==> src/rtl/fpu_sequencer.sv <==
// fpu_sequencer: command scheduler in front of a single-precision fpu core.
// Queues requests in a command FIFO, issues them one at a time to the fpu,
// collects results into a response FIFO, and recovers a hung fpu with a
// watchdog timeout followed by a local fpu reset pulse.
// Ports:
//   wb_clk_i / wb_rst_i             clock, async active-high reset
//   cmd_valid/ready/opcode/round/a/b/tag   command push interface
//   rsp_valid/ready/data/flags/tag  response pop interface (head entry shown)
//   fpu_rstp/act/opcode/round_mp/in1p/in2p  fpu core drive
//   fpu_out/flags/done              fpu core result
//   busy                            state not IDLE or commands queued
//   timeout_cnt                     saturating watchdog event count
module fpu_sequencer #(
  parameter int unsigned CMD_DEPTH   = 4,
  parameter int unsigned RSP_DEPTH   = 4,
  parameter int unsigned TAG_W       = 4,
  parameter int unsigned TIMEOUT_CYC = 64,
  parameter int unsigned RST_CYC     = 4
) (
  input  logic             wb_clk_i,
  input  logic             wb_rst_i,
  input  logic             cmd_valid,
  output logic             cmd_ready,
  input  logic [2:0]       cmd_opcode,
  input  logic [2:0]       cmd_round,
  input  logic [31:0]      cmd_a,
  input  logic [31:0]      cmd_b,
  input  logic [TAG_W-1:0] cmd_tag,
  output logic             rsp_valid,
  input  logic             rsp_ready,
  output logic [31:0]      rsp_data,
  output logic [8:0]       rsp_flags,
  output logic [TAG_W-1:0] rsp_tag,
  output logic             fpu_rstp,
  output logic             fpu_act,
  output logic [2:0]       fpu_opcode,
  output logic [2:0]       fpu_round_mp,
  output logic [31:0]      fpu_in1p,
  output logic [31:0]      fpu_in2p,
  input  logic [31:0]      fpu_out,
  input  logic [7:0]       fpu_flags,
  input  logic             fpu_done,
  output logic             busy,
  output logic [7:0]       timeout_cnt
);

  localparam int unsigned CPW  = $clog2(CMD_DEPTH);
  localparam int unsigned CCW  = CPW + 1;
  localparam int unsigned RPW  = $clog2(RSP_DEPTH);
  localparam int unsigned RCW  = RPW + 1;
  localparam int unsigned WDW  = $clog2(TIMEOUT_CYC + 1);
  localparam int unsigned RSTW = $clog2(RST_CYC + 1);
  localparam logic [31:0] QNAN     = 32'h7FC0_0000;
  localparam logic [8:0]  FLAG_INV = 9'h004;
  localparam logic [8:0]  FLAG_TMO = 9'h100;

  typedef enum logic [1:0] {IDLE, RUN, RECOVER} state_t;

  state_t state_q, state_d;

  logic [2:0]       cmd_op_mem  [CMD_DEPTH];
  logic [2:0]       cmd_rnd_mem [CMD_DEPTH];
  logic [31:0]      cmd_a_mem   [CMD_DEPTH];
  logic [31:0]      cmd_b_mem   [CMD_DEPTH];
  logic [TAG_W-1:0] cmd_tag_mem [CMD_DEPTH];
  logic [CPW-1:0]   cmd_wr_q, cmd_wr_d, cmd_rd_q, cmd_rd_d;
  logic [CCW-1:0]   cmd_cnt_q, cmd_cnt_d;

  logic [31:0]      rsp_data_mem  [RSP_DEPTH];
  logic [8:0]       rsp_flags_mem [RSP_DEPTH];
  logic [TAG_W-1:0] rsp_tag_mem   [RSP_DEPTH];
  logic [RPW-1:0]   rsp_wr_q, rsp_wr_d, rsp_rd_q, rsp_rd_d;
  logic [RCW-1:0]   rsp_cnt_q, rsp_cnt_d;

  logic [WDW-1:0]   wdog_q, wdog_d;
  logic [RSTW-1:0]  rcnt_q, rcnt_d;
  logic [TAG_W-1:0] tag_q, tag_d;
  logic             act_d, rstp_d;
  logic [2:0]       op_d, rnd_d;
  logic [31:0]      in1_d, in2_d;
  logic [7:0]       tcnt_d;

  logic             cmd_push, cmd_pop, rsp_push, rsp_pop, rsp_slot;
  logic [31:0]      push_data;
  logic [8:0]       push_flags;
  logic [TAG_W-1:0] push_tag;

  // Head of each FIFO
  logic [2:0] head_op;
  assign head_op   = cmd_op_mem[cmd_rd_q];
  assign rsp_data  = rsp_data_mem[rsp_rd_q];
  assign rsp_flags = rsp_flags_mem[rsp_rd_q];
  assign rsp_tag   = rsp_tag_mem[rsp_rd_q];

  // Next-state, issue and response-push decisions
  always_comb begin
    state_d    = state_q;
    wdog_d     = wdog_q;
    rcnt_d     = rcnt_q;
    tag_d      = tag_q;
    act_d      = fpu_act;
    rstp_d     = fpu_rstp;
    op_d       = fpu_opcode;
    rnd_d      = fpu_round_mp;
    in1_d      = fpu_in1p;
    in2_d      = fpu_in2p;
    tcnt_d     = timeout_cnt;
    cmd_pop    = 1'b0;
    rsp_push   = 1'b0;
    push_data  = '0;
    push_flags = '0;
    push_tag   = '0;
    cmd_push   = cmd_valid & cmd_ready;
    rsp_pop    = rsp_valid & rsp_ready;
    // A slot freed by a same-cycle pop counts as available
    rsp_slot   = (rsp_cnt_q < RCW'(RSP_DEPTH)) | rsp_pop;

    case (state_q)
      IDLE: begin
        if ((cmd_cnt_q != '0) && rsp_slot) begin
          cmd_pop = 1'b1;
          if (head_op > 3'd4) begin
            rsp_push   = 1'b1;
            push_data  = QNAN;
            push_flags = FLAG_INV;
            push_tag   = cmd_tag_mem[cmd_rd_q];
          end else begin
            op_d    = head_op;
            rnd_d   = cmd_rnd_mem[cmd_rd_q];
            in1_d   = cmd_a_mem[cmd_rd_q];
            in2_d   = cmd_b_mem[cmd_rd_q];
            tag_d   = cmd_tag_mem[cmd_rd_q];
            act_d   = 1'b1;
            wdog_d  = '0;
            state_d = RUN;
          end
        end
      end
      RUN: begin
        // done takes priority over a watchdog expiring on the same edge
        if (fpu_done) begin
          rsp_push   = 1'b1;
          push_data  = fpu_out;
          push_flags = {1'b0, fpu_flags};
          push_tag   = tag_q;
          act_d      = 1'b0;
          state_d    = IDLE;
        end else if (wdog_q == WDW'(TIMEOUT_CYC - 1)) begin
          rsp_push   = 1'b1;
          push_data  = QNAN;
          push_flags = FLAG_TMO;
          push_tag   = tag_q;
          act_d      = 1'b0;
          rstp_d     = 1'b1;
          rcnt_d     = '0;
          tcnt_d     = (timeout_cnt == 8'hFF) ? timeout_cnt : timeout_cnt + 8'd1;
          state_d    = RECOVER;
        end else begin
          wdog_d = wdog_q + WDW'(1);
        end
      end
      RECOVER: begin
        if (rcnt_q == RSTW'(RST_CYC - 1)) begin
          rstp_d  = 1'b0;
          state_d = IDLE;
        end else begin
          rcnt_d = rcnt_q + RSTW'(1);
        end
      end
      default: state_d = IDLE;
    endcase

    cmd_wr_d  = cmd_push ? cmd_wr_q + CPW'(1) : cmd_wr_q;
    cmd_rd_d  = cmd_pop  ? cmd_rd_q + CPW'(1) : cmd_rd_q;
    cmd_cnt_d = cmd_cnt_q + CCW'(cmd_push) - CCW'(cmd_pop);
    rsp_wr_d  = rsp_push ? rsp_wr_q + RPW'(1) : rsp_wr_q;
    rsp_rd_d  = rsp_pop  ? rsp_rd_q + RPW'(1) : rsp_rd_q;
    rsp_cnt_d = rsp_cnt_q + RCW'(rsp_push) - RCW'(rsp_pop);
  end

  // State, pointers and registered outputs
  always_ff @(posedge wb_clk_i or posedge wb_rst_i) begin
    if (wb_rst_i) begin
      state_q      <= IDLE;
      cmd_wr_q     <= '0;
      cmd_rd_q     <= '0;
      cmd_cnt_q    <= '0;
      rsp_wr_q     <= '0;
      rsp_rd_q     <= '0;
      rsp_cnt_q    <= '0;
      wdog_q       <= '0;
      rcnt_q       <= '0;
      tag_q        <= '0;
      fpu_act      <= 1'b0;
      fpu_rstp     <= 1'b0;
      fpu_opcode   <= '0;
      fpu_round_mp <= '0;
      fpu_in1p     <= '0;
      fpu_in2p     <= '0;
      timeout_cnt  <= '0;
      cmd_ready    <= 1'b0;
      rsp_valid    <= 1'b0;
      busy         <= 1'b0;
    end else begin
      state_q      <= state_d;
      cmd_wr_q     <= cmd_wr_d;
      cmd_rd_q     <= cmd_rd_d;
      cmd_cnt_q    <= cmd_cnt_d;
      rsp_wr_q     <= rsp_wr_d;
      rsp_rd_q     <= rsp_rd_d;
      rsp_cnt_q    <= rsp_cnt_d;
      wdog_q       <= wdog_d;
      rcnt_q       <= rcnt_d;
      tag_q        <= tag_d;
      fpu_act      <= act_d;
      fpu_rstp     <= rstp_d;
      fpu_opcode   <= op_d;
      fpu_round_mp <= rnd_d;
      fpu_in1p     <= in1_d;
      fpu_in2p     <= in2_d;
      timeout_cnt  <= tcnt_d;
      cmd_ready    <= cmd_cnt_d < CCW'(CMD_DEPTH);
      rsp_valid    <= rsp_cnt_d != '0;
      busy         <= (state_d != IDLE) || (cmd_cnt_d != '0);
    end
  end

  // Command storage; contents are don't-care until written
  always_ff @(posedge wb_clk_i) begin
    if (cmd_push) begin
      cmd_op_mem[cmd_wr_q]  <= cmd_opcode;
      cmd_rnd_mem[cmd_wr_q] <= cmd_round;
      cmd_a_mem[cmd_wr_q]   <= cmd_a;
      cmd_b_mem[cmd_wr_q]   <= cmd_b;
      cmd_tag_mem[cmd_wr_q] <= cmd_tag;
    end
  end

  // Response storage; cleared on reset so the head outputs read zero
  always_ff @(posedge wb_clk_i or posedge wb_rst_i) begin
    if (wb_rst_i) begin
      for (int i = 0; i < RSP_DEPTH; i++) begin
        rsp_data_mem[i]  <= '0;
        rsp_flags_mem[i] <= '0;
        rsp_tag_mem[i]   <= '0;
      end
    end else if (rsp_push) begin
      rsp_data_mem[rsp_wr_q]  <= push_data;
      rsp_flags_mem[rsp_wr_q] <= push_flags;
      rsp_tag_mem[rsp_wr_q]   <= push_tag;
    end
  end

endmodule

==> config.mk <==
export PLATFORM = sky130hd
export DESIGN_NAME = fpu_sequencer
export DESIGN_NICKNAME = d
export VERILOG_FILES = /design/src/rtl/fpu_sequencer.sv
export SDC_FILE = /design/constraint.sdc
export NUM_CORES = 1
export LEC_CHECK = 0
export ABC_AREA = 1
export CAP_MARGIN = 20
export CORE_UTILIZATION = 55
export CTS_BUF_LIST = sky130_fd_sc_hd__clkbuf_16
export DETAILED_ROUTE_END_ITERATION = 12
export PLACE_DENSITY_LB_ADDON = 0.2
export SYNTH_ARGS = -nofsm -noshare
export SYNTH_HDL_FRONTEND = slang
export SYNTH_SLANG_ARGS = --single-unit
==> constraint.sdc <==
create_clock -name wb_clk_i -period 18.3 [get_ports wb_clk_i]
set_clock_uncertainty 0.15 [all_clocks]
set_input_delay 3.66 -clock wb_clk_i [delete_from_list [all_inputs] [get_ports wb_clk_i]]
set_output_delay 3.66 -clock wb_clk_i [all_outputs]
set_load 0.005 [all_outputs]
### Word level (Yosys, flattened, before mapping)

Memories as Yosys holds them, arrays and structs flattened. A register that Yosys moved wholly into a read port is not among the register bits.
Cells that the tools add are included.

| storage, ports and cells | value |
|---|---|
| logic and storage cells | 154 |
| memories kept | 5 |
| bits in writable memories | 296 |
| input port bits | 119 |
| output and inout bits | 128 |
| flip-flop bits (word level) | 226 |

| cells by class | value |
|---|---|
| bitwise operators | 8 |
| reductions and logical operators | 16 |
| order comparisons | 6 |
| eq/ne operators | 13 |
| muxes and demuxes | 66 |
| add/sub/neg operators | 11 |

Memory list:

| name | depth | width | read ports | clocked after memory_dff | write ports | line | source |
|---|---|---|---|---|---|---|---|
| cmd_a_mem | 4 | 32 | 1 | 1 | 1 | 63 | `logic [31:0] cmd_a_mem [CMD_DEPTH];` |
| cmd_b_mem | 4 | 32 | 1 | 1 | 1 | 64 | `logic [31:0] cmd_b_mem [CMD_DEPTH];` |
| cmd_tag_mem | 4 | 4 | 1 | 0 | 1 | 65 | `logic [TAG_W-1:0] cmd_tag_mem [CMD_DEPTH];` |
| cmd_op_mem | 4 | 3 | 1 | 0 | 1 | 61 | `logic [2:0] cmd_op_mem [CMD_DEPTH];` |
| cmd_rnd_mem | 4 | 3 | 1 | 1 | 1 | 62 | `logic [2:0] cmd_rnd_mem [CMD_DEPTH];` |

Operators by type and width:

| operator | number |
|---|---|
| $bwmux 128 | 1 |
| $mux 32 | 4 |
| $mux 31 | 3 |
| $bmux 32 s2 | 1 |
| $demux 32 s2 | 1 |
| $pmux 32 s2 | 1 |
| $mux 9 | 5 |
| $bwmux 36 | 1 |
| $mux 4 | 7 |
| $mux 7 | 4 |
| $bmux 9 s2 | 1 |
| $demux 9 s2 | 1 |
| $pmux 9 s2 | 1 |
| $bwmux 16 | 1 |
| $reduce_and 4->1 | 4 |
| $mux 1 | 15 |
| $mux 3 | 5 |
| $ne 2x2->1 const B | 7 |
| $pmux 7 s2 | 1 |
| $mux 2 | 5 |
| $reduce_bool 3->1 | 3 |
| $add 2x1->2 const B | 4 |
| $add 8x1->8 const B | 1 |
| $bmux 4 s2 | 1 |
| 29 further kinds | 42 |

### Depth between registers and ports, before layout

Gate-level depths: netlist of the first run.

| logic depth | value |
|---|---|
| depth in word-level cells | 8 |
| gate-level depth with buffers | 18 |
| mapped depth without buffers | 15 |

### Worst setup path before layout of the first run

No wires, ideal clock.

| path | value |
|---|---|
| kind | input port to flip-flop |
| from | input port cmd_valid |
| to | memory cmd_a_mem[0][0], enable pin |
| stages on the path | 2 |
| required time | 17,643 ps |
| path buffers | 0 |
| setup time | 507 ps |
| arrival | 6,931 ps |
| setup slack | 10,712 ps |
| cell sequence | nand2_1 nor2_1 |

| between the ends | value |
|---|---|
| word-level cells in the longest chain between the ends | 3 |

Ends and longest elaborated chain:

| element | line | source |
|---|---|---|
| from (decl) | 22 | `input logic cmd_valid,` |
| $and 1x1->1 | 113 | `cmd_push = cmd_valid & cmd_ready;` |
| $mux 1 | 230 | `if (cmd_push) begin` |
| $mux 1 (implied by the code) | 233 | `cmd_a_mem[cmd_wr_q] <= cmd_a;` |
| to (decl) | 63 |  |

No other way between the ends.

### Worst setup path in the final report of the first run

| path | value |
|---|---|
| from | register rsp_rd_q[0] |
| to | output port rsp_flags[6] |

| between the ends | value |
|---|---|
| word-level cells in the longest chain between the ends | 4 |

Ends and longest elaborated chain:

| element | line | source |
|---|---|---|
| from (decl) | 72 | `logic [RPW-1:0] rsp_wr_q, rsp_wr_d, rsp_rd_q, rsp_rd_d;` |
| from (signal assigned) | 210 | `rsp_rd_q <= rsp_rd_d;` |
| $not 2->3 (implied by the code) | 92 | `assign rsp_flags = rsp_flags_mem[rsp_rd_q];` |
| $bmux 9 s2 | 92 |  |
| $mux 9 (implied by the code) (2 in a row) | 92 |  |
| to (decl) | 32 | `output logic [8:0] rsp_flags,` |

No other way between the ends. The select of a mux whose other input is x is not followed.

==> reports/results.ini, run 1 <==
[setup_path]
rrSetupSlack_ns=13.16
crit_path_end_kind=output port
crit_type=reg -> out
r2r-end=rsp_valid
crit_cells=5
crit_end=rsp_flags[6]
ff2ff_path_depth=16
cpPeakStageDelay_ns=0.69
crit_fanout=70
path_cells=inv_2 -> buf_4 -> o21ai_0 -> o22ai_1 -> clkdlybuf4s50_1
cp_slowest_cell=buf_4
required_ns=14.49
critPathLaunch=rsp_rd_q[0]
worstSetupStartpointType=flop
r2r_start=cmd_rd_q[1]
cp_num_buf_inv=3
crit_arrival_ns=3.23
critPathTopFamily=buffers and inverters

[clock_network]
cts_hold_buffers=0
cts_buffers=58
cts_max_level=2
cts_sinks=589
post_cts_buffers=0
clkSlewWorstSetupHoldPaths_ns=0.06
cts_resized=0
root_buffer=clkbuf_16
clk_latency_ns=0.62
cts_buffer_depth=3
cts_tree=yes

[pwr]
power.share.switching_pct=38.5
p_clk_share_pct=22.7
net-switching-power_mw=1.92
combPwrFrac_pct=39.4
p_per_area_nw_per_um2=171
p_leak_nw=12.6
p_int_mw=3.07
p_seq_share_pct=38.0
vdd_drop_max_v=0.000118

[floorplan]
initial_core_util_pct=56.4
num_rows=76
ios=247
die_y_um=213
core-area_um2=43500
die_w_um=213
dieArea_um2=45400

[detailed_routing]
firstDrtPassIters=5
drt-wirelength-per-cell_um=18.9
antenna_left=0
route.detailed.drc=0
num_vias=18252
drtIter0Drc=1702
vias_per_cell=5.61
wirelength_um=61400

[global_route]
grt_max_degree=120
antenna_found_initial=8
grt_first_pass_wirelength_um=97000
grt_pass1_vias=18102
grt_use_total_pct=27.6
grt-ovfl-total=0

[sta]
tightest_slew_ns=1.04
period_needed_ns=7.04
rsz0062_at_grt=false
finalMaxSlewViolations=0
setup_tns_ns=0
hold_viol=0
relSlewSlack_pct=30.3
setup_ws_ns=11.26
final-setup-viol-count=0
max_freq_ghz=0.142
fin_crit_sh_pct=38.5

[logic_synthesis]
ys_seq_area_share_pct=66.2
ys_types=28
async_flop_share_pct=49.7
syn_nets=2572
avgSynthCellArea_um2=10.1
ys.flop_type=edfxtp_1
synth_edf_count=296
ys_seq_elements=589
syn_inst=2435
yosysWarnings=0
syn_area_um2=24500

[place]
post-dp-hpwl_um=33500
gp_congestion=0.827
portBuffers=246
pre_cts_ws_ns=10.73

[hold_path]
min_path_type=reg -> reg

[run_status]
outcome=completed

[layout]
nets=2753
area_delta_synth_final_pct=18.9
drive_gt1_share_pct=5.25

[flow_run]
cap_viol_max_count=0

[per-stage QoR]
step	util [%]	hold slack (ns)	std cells	cell area [um^2]	total power, mW
final	67.0	0.315	3251	29100	4.99
after global routing	67.0	0.335	3251	29100	5.29
after CTS	66.6	0.318	3243	29000	4.98
after detailed placement	62.5	0.303	3134	27200	3.84
after global placement	62.5	0.298	3134	27200	3.78
after floorplan	-	0.287	2435	24500	3.09
[power groups by stage]
stage / sequential [mW] / combinational, mW / clock [mW]
after global placement: 1.90 / 1.88 / 0
after floorplan: 1.87 / 1.22 / 0
final: 1.89 / 1.96 / 1.13
after global routing: 1.93 / 2.17 / 1.20
after detailed placement: 1.91 / 1.93 / 0
after CTS: 1.89 / 1.94 / 1.15
[cells in the mapped netlist (2+ instances only)]
cell / instances / area [um^2]
buf_6: 12 / 135
nor2_2: 5 / 31.3
o21ai_0: 245 / 1230
nor2_1: 281 / 1050
nor3_1: 3 / 15.0
inv_1: 45 / 169
nand4_1: 7 / 43.8
and3_1: 2 / 12.5
fa_1: 2 / 40.0
xnor2_1: 4 / 35.0
buf_4: 13 / 97.6
nand3_1: 174 / 871
o22ai_1: 114 / 713
clkbuf_1: 94 / 353
edfxtp_1: 296 / 8890
dfrtp_1: 293 / 7330
nand2_2: 7 / 43.8
a21oi_1: 7 / 35.0
nand2_4: 2 / 22.5
buf_1: 9 / 33.8
buf_2: 26 / 130
inv_2: 5 / 18.8
ha_1: 16 / 200
xor2_1: 14 / 123
nand2_1: 756 / 2840
[state kept, by name (all words and copies together), names as in the netlist, 2 cells and up]
register       flops
cmd_a_mem        128
cmd_b_mem        128
cmd_cnt_q          3
cmd_op_mem        12
cmd_rd_q           2
cmd_rnd_mem       12
cmd_tag_mem       16
cmd_wr_q           2
fpu_in1p          32
fpu_in2p          32
fpu_opcode         3
fpu_round_mp       3
rcnt_q             3
rsp_cnt_q          3
rsp_data_mem     128
rsp_flags_mem     36
rsp_rd_q           2
rsp_tag_mem       16
rsp_wr_q           2
state_q            2
tag_q              4
timeout_cnt        8
wdog_q             7
[layout make-up]
cell class,count,area (um^2)
inverter,50,199
tap,585,732
multi-input combinational,1642,7370
timing repair buffer,275,2780
clock buffer,58,1450
antenna,1,2.50
clock inverter,51,348
fill,3360,14300
sequential,589,16200
[tightest hold or removal path, delay by kind of cell (launching register included)]
family           cells  cell delay, ns
and+or+nand+nor      2            0.10
DFF                  1            0.34
[cell families (layout without fill, tap and decap cells)]
logic type,count (synthesis),in the layout,share of synthesized area [%]
adder cells (fa/ha/maj),18,18,0.981
XOR/XNOR,18,18,0.644
AND/OR/NAND/NOR,1239,1239,20.2
other,0,1,0
buffers and inverters,204,434,3.83
flip-flops,589,589,66.2
AO/OA/AOI/OAI,367,367,8.10
[per-layer routing]
metal	global-route usage, %	up-vias	wire (um)
met5	0	-	97
met4	9.30	14	1430
met3	5.49	105	4190
met2	47.3	604	30800
met1	35.0	8981	24900
li1	-	8548	-
[worst min-delay path by stage]
stage | cells past startpoint | to | from | slack, ns
floorplan | 2 | rsp_data_mem[41] | rsp_data_mem[41] | 0.29
global placement | 2 | rsp_data_mem[81] | rsp_data_mem[81] | 0.30
detailed placement | 2 | rsp_data_mem[75] | rsp_data_mem[75] | 0.30
CTS | 2 | rsp_flags_mem[10] | rsp_flags_mem[10] | 0.32
global route | 2 | rsp_data_mem[65] | rsp_data_mem[65] | 0.33
finish | 2 | rsp_flags_mem[24] | rsp_flags_mem[24] | 0.31
[layout by cell type (no fill, tap or decap), types with 2 or more instances in the layout]
cell and instances:
nand2_2 6, bufinv_16 4, nand2_4 3, nor3_1 3, inv_1 57, nor2_1 277, buf_16 2, ha_1 16
o22ai_1 114, xor2_1 14, nand4_1 7, nand2_1 756, nand3_1 174, xnor2_1 4, clkinv_2 16, inv_2 5
a21oi_1 7, edfxtp_1 296, buf_4 22, dfrtp_1 290, clkdlybuf4s50_1 246, fa_1 2, clkbuf_16 58, o21ai_0 245
nor2_4 4, and3_1 2, dfrtp_2 2, nor2_2 5, buf_12 5, clkinv_1 14
(Power assumes the default switching activity.)
==> run 2: changes to the inputs <==
==> constraint.sdc (replaced) <==
create_clock -name wb_clk_i -period 7.2 [get_ports wb_clk_i]
set_clock_uncertainty 0.15 [all_clocks]
set_input_delay 1.44 -clock wb_clk_i [delete_from_list [all_inputs] [get_ports wb_clk_i]]
set_output_delay 1.44 -clock wb_clk_i [all_outputs]
set_load 0.005 [all_outputs]
==> reports/results.ini, run 2 (synthesis gave the netlist of run 1 again) <==
[clock_network]
cts_hold_buffers=0
cts_max_level=2
cts_resized=0
root_buffer=clkbuf_16
clkSlewWorstSetupHoldPaths_ns=0.06
cts_tree=yes
post_cts_buffers=0
cts_buffer_depth=3
cts_sinks=589
clk_latency_ns=0.62
cts_buffers=58

[global_route]
met3_usage_pct=4.54
grt_first_pass_wirelength_um=95600
grt_max_degree=121
grt_pass1_vias=18042
grt-busiest-layer=met2
grt_use_total_pct=27.2
antenna_found_initial=5
grt.met2_usage_pct=45.3
grt-ovfl-total=0
met1_usage_pct=35.5

[hold_path]
min_path_type=reg -> reg
min_to=rsp_data_mem[77]
hold_path.startpoint=rsp_data_mem[77]
hold-path-cell-count=2

[sta]
final-setup-viol-count=0
hold_viol=0
fin_hold_ws_ns=0.313
period_needed_ns=4.88
relSlewSlack_pct=23.5
tightest_slew_ns=1.14
fin_crit_sh_pct=67.8
finalMaxSlewViolations=0
setup_ws_ns=2.32
rsz0062_at_grt=false
setup_tns_ns=0
max_freq_ghz=0.205

[layout]
area_delta_synth_final_pct=19.0
reg_top3=cmd_a_mem: 128 flops, cmd_b_mem: 128 flops, rsp_data_mem: 128 flops
drive_gt1_share_pct=5.36
nets=2755
final_common_cell=nand2_1
most-common-layout-cells=nand2_1, edfxtp_1, dfrtp_1

[pwr]
p_leak_nw=12.6
vdd_drop_max_v=0.000241
p_clk_share_pct=22.9
net-switching-power_mw=4.84
p_per_area_nw_per_um2=434
combPwrFrac_pct=38.8
p_seq_share_pct=38.3
p_int_mw=7.80
power.share.switching_pct=38.3

[place]
pre_cts_ws_ns=1.82
portBuffers=246
gp_congestion=0.838
post-dp-hpwl_um=33500

[floorplan]
ios=247
num_rows=76
initial_core_util_pct=56.4
core-area_um2=43500
die_w_um=213
dieArea_um2=45400
die_y_um=213

[setup_path]
r2r_start=cmd_rd_q[0]
crit_path_end_kind=output port
crit_arrival_ns=3.29
crit_fanout=50
worstSetupStartpointType=flop
crit_type=reg -> out
required_ns=5.61
rrSetupSlack_ns=2.35
ff2ff_path_depth=11
r2r-end=rsp_data_mem[76]

[detailed_routing]
firstDrtPassIters=6
drt-wirelength-per-cell_um=18.6
route.detailed.drc=0
drtIter0Drc=2220
vias_per_cell=5.62
wirelength_um=60600
antenna_left=0
num_vias=18297

[flow_run]
cap_viol_max_count=0

[run_status]
outcome=completed

==> run 2: layout make-up <==
| class | instances | area, um^2 |
|---|---|---|
| clock buffer | 58 | 1450 |
| tap | 585 | 732 |
| antenna | 2 | 5.00 |
| sequential | 589 | 16200 |
| fill | 3378 | 14300 |
| timing repair buffer | 277 | 2790 |
| inverter | 50 | 194 |
| multi-input combinational | 1642 | 7380 |
| clock inverter | 51 | 374 |
==> run 2: how the worst max path moves through the flow <==
stage | from | to | slack [ns]
CTS | cmd_rd_q[0] | rsp_data_mem[24] | 2.29
global placement | rsp_ready | rsp_tag_mem[10] | 1.95
global route | cmd_rd_q[0] | rsp_data_mem[85] | 1.96
finish | rsp_rd_q[0] | rsp_flags[6] | 2.32
floorplan | wb_rst_i | busy | 1.72
detailed placement | rsp_ready | rsp_data_mem[94] | 1.82
==> run 2: critical path, stage by stage, from the launching register on <==
cell and delay (ns):
dfrtp_2 0.41, inv_2 0.63, buf_4 0.55, o21ai_0 0.16
o22ai_1 0.34, clkdlybuf4s50_1 0.58
==> run 2: power by group through the flow <==
| stage | clock network [mW] | logic (mW) | registers [mW] |
|---|---|---|---|
| floorplan | 0 | 3.09 | 4.76 |
| global placement | 0 | 4.74 | 4.87 |
| detailed placement | 0 | 4.87 | 4.89 |
| CTS | 2.94 | 4.89 | 4.84 |
| global route | 3.07 | 5.44 | 4.92 |
| finish | 2.90 | 4.91 | 4.84 |
==> run 2: per-layer routing <==
metal,wire [um],up-vias,share of wire [%]
li1,-,8555,-
met1,24800,8942,41
met2,29600,692,49
met3,4410,104,7.3
met4,1770,4,2.9
met5,27,-,0.045
==> run 2: metrics by stage <==
| stage | power, mW | cell area [um^2] | util, % | cells |
|---|---|---|---|---|
| 3_3_place_gp | 9.61 | 27200 | 62.6 | 3138 |
| 4_1_cts | 12.7 | 29000 | 66.8 | 3247 |
| 6_report | 12.6 | 29200 | 67.1 | 3254 |
| 3_5_place_dp | 9.76 | 27200 | 62.6 | 3138 |
| 5_1_grt | 13.4 | 29100 | 67.1 | 3253 |
| 2_1_floorplan | 7.85 | 24500 | - | 2435 |
==> run 3: changes to the inputs <==
--- a/config.mk
+++ b/config.mk
@@ -7,7 +7,7 @@
 export LEC_CHECK = 0
 export ABC_AREA = 1
 export CAP_MARGIN = 20
-export CORE_UTILIZATION = 55
+export CORE_UTILIZATION = 51
 export CTS_BUF_LIST = sky130_fd_sc_hd__clkbuf_16
 export DETAILED_ROUTE_END_ITERATION = 12
 export PLACE_DENSITY_LB_ADDON = 0.2
==> constraint.sdc (replaced) <==
create_clock -name wb_clk_i -period 4.4 [get_ports wb_clk_i]
set_clock_uncertainty 0.15 [all_clocks]
set_input_delay 0.88 -clock wb_clk_i [delete_from_list [all_inputs] [get_ports wb_clk_i]]
set_output_delay 0.88 -clock wb_clk_i [all_outputs]
set_load 0.005 [all_outputs]
==> reports/results.ini, run 3 (synthesis gave the netlist of run 1 again) <==
[run_status]
outcome=completed

[sta]
final-setup-viol-count=0
rsz0062_at_grt=false
finalMaxSlewViolations=0
max_freq_ghz=0.249
relSlewSlack_pct=26.8
setup_ws_ns=0.380
fin_crit_sh_pct=91.4
hold_viol=0
period_needed_ns=4.02
tightest_slew_ns=1.10

[place]
portBuffers=246
place_inst=3172
post-dp-hpwl_um=33900
gp_congestion=0.817
pre_cts_ws_ns=0.487

[floorplan]
ios=247
initial_core_util_pct=52.2
die_y_um=221
dieArea_um2=48900
core-area_um2=47000
num_rows=79
die_w_um=221

[clock_network]
post_cts_buffers=0
cts_resized=0
cts_buffers=59
clk_latency_ns=0.62
cts_tree=yes
cts_hold_buffers=0
cts_sinks=589
clkSlewWorstSetupHoldPaths_ns=0.06
cts_buffer_depth=3
root_buffer=clkbuf_16
cts_max_level=2

[global_route]
grt_use_total_pct=25.0
grt_max_degree=172
grt_pass1_vias=18031
antenna_found_initial=8
grt_first_pass_wirelength_um=96900
grt-ovfl-total=0

[setup_path]
crit_fanout=43
r2r-end=rsp_valid
cp_slowest_cell=dfrtp_2
rrSetupSlack_ns=0.78
cp_num_buf_inv=3
required_ns=3.37
r2r_start=cmd_rd_q[0]
crit_type=reg -> out
critPathTopFamily=buffers and inverters
ff2ff_path_depth=13
crit_path_end_kind=output port
cpPeakStageDelay_ns=0.62
path_cells=inv_2 -> buf_12 -> o21ai_0 -> o22ai_1 -> clkdlybuf4s50_1
worstSetupStartpointType=flop
crit_arrival_ns=2.99

[detailed_routing]
route.detailed.drc=0
antenna_left=0
wirelength_um=60800
drtIter0Drc=1977
firstDrtPassIters=8
num_vias=18212
vias_per_cell=5.55
drt-wirelength-per-cell_um=18.5

[layout]
drive_gt1_share_pct=5.53
final_common_cell=nand2_1
nets=2764
finish.cell_count_without_fillers=3284
most-common-layout-cells=nand2_1, edfxtp_1, dfrtp_1
n_fill_cell=3751
reg_top3=cmd_a_mem: 128 flops, cmd_b_mem: 128 flops, rsp_data_mem: 128 flops
area_delta_synth_final_pct=19.4

[hold_path]
hold-path-cell-count=2
hold_path.startpoint=rsp_data_mem[37]
min_path_type=reg -> reg
min_to=rsp_data_mem[37]

[pwr]
p_seq_share_pct=38.1
net-switching-power_mw=7.96
combPwrFrac_pct=39.7
p_int_mw=12.7
power.share.switching_pct=38.5
p_clk_share_pct=22.3
p_per_area_nw_per_um2=707
vdd_drop_max_v=0.000551
p_leak_nw=12.6

[flow_run]
cap_viol_max_count=0

run 3: changes by cell type in the layout (fill, tap and decap cells not counted), moves of 2 or more:
| cell | before | now |
|---|---|---|
| inv_1 | 52 | 61 |
| buf_12 | 4 | 13 |
| bufinv_16 | 5 | 1 |
| clkinv_2 | 11 | 8 |
| buf_16 | 2 | 0 |
| clkbuf_16 | 58 | 60 |
| clkinv_1 | 22 | 17 |
run 3: worst max path at each step:
| stage | cells past startpoint | from | slack, ns | end |
|---|---|---|---|---|
| 3_3_place_gp | 15 | rsp_ready | 0.54 | rsp_valid |
| 3_5_place_dp | 15 | rsp_ready | 0.49 | rsp_valid |
| 4_1_cts | 5 | rsp_rd_q[0] | 0.39 | rsp_tag[3] |
| 5_1_grt | 5 | rsp_rd_q[0] | 0.23 | rsp_tag[3] |
| 2_1_floorplan | 1 | wb_rst_i | -0.52 | busy |
| 6_report | 5 | rsp_rd_q[0] | 0.38 | rsp_tag[3] |
run 3: area by class of cell:
class / instances / area, um^2 / area share (%)
diodes: 2 / 5.00 / 0.0171
repair buffers: 285 / 2910 / 9.96
multi-input cells: 1642 / 7380 / 25.2
clock buffers: 60 / 1500 / 5.13
well taps: 607 / 759 / 2.60
clock inverters: 49 / 272 / 0.928
flip-flops and latches: 589 / 16200 / 55.5
inverters: 50 / 194 / 0.663
run 3: tightest hold or removal path, stage by stage, from the launching register on:
cell     delay, ns
dfrtp_1       0.34
nand2_1       0.05
nand2_1       0.05
run 3: power groups by stage:
stage	clock (mW)	combinational (mW)	sequential [mW]
after CTS	4.69	8.22	7.87
after detailed placement	0	8.20	7.95
after global routing	4.90	9.07	8.01
after floorplan	0	5.07	7.77
final	4.61	8.20	7.87
after global placement	0	8.03	7.92
run 3: per-stage QoR:
| stage | area [um^2] | setup TNS, ns | hold slack, ns | power, mW | utilization (%) |
|---|---|---|---|---|---|
| 2_1_floorplan | 24500 | -152.11 | 0.287 | 12.8 | - |
| 3_3_place_gp | 27500 | 0 | 0.298 | 16.0 | 58.5 |
| 3_5_place_dp | 27500 | 0 | 0.303 | 16.1 | 58.5 |
| 4_1_cts | 29200 | 0 | 0.318 | 20.8 | 62.3 |
| 5_1_grt | 29200 | 0 | 0.332 | 22.0 | 62.3 |
| 6_report | 29300 | 0 | 0.316 | 20.7 | 62.3 |
run 3: per-layer routing:
metal | vias to the layer above | wire (um) | share of wire (%) | global-route usage (%)
li1 | 8572 | - | - | -
met3 | 105 | 4110 | 6.8 | 4.89
met5 | - | 73 | 0.12 | 0
met4 | 10 | 1520 | 2.5 | 8.53
met1 | 8920 | 25200 | 41 | 32.2
met2 | 605 | 29900 | 49 | 42.3
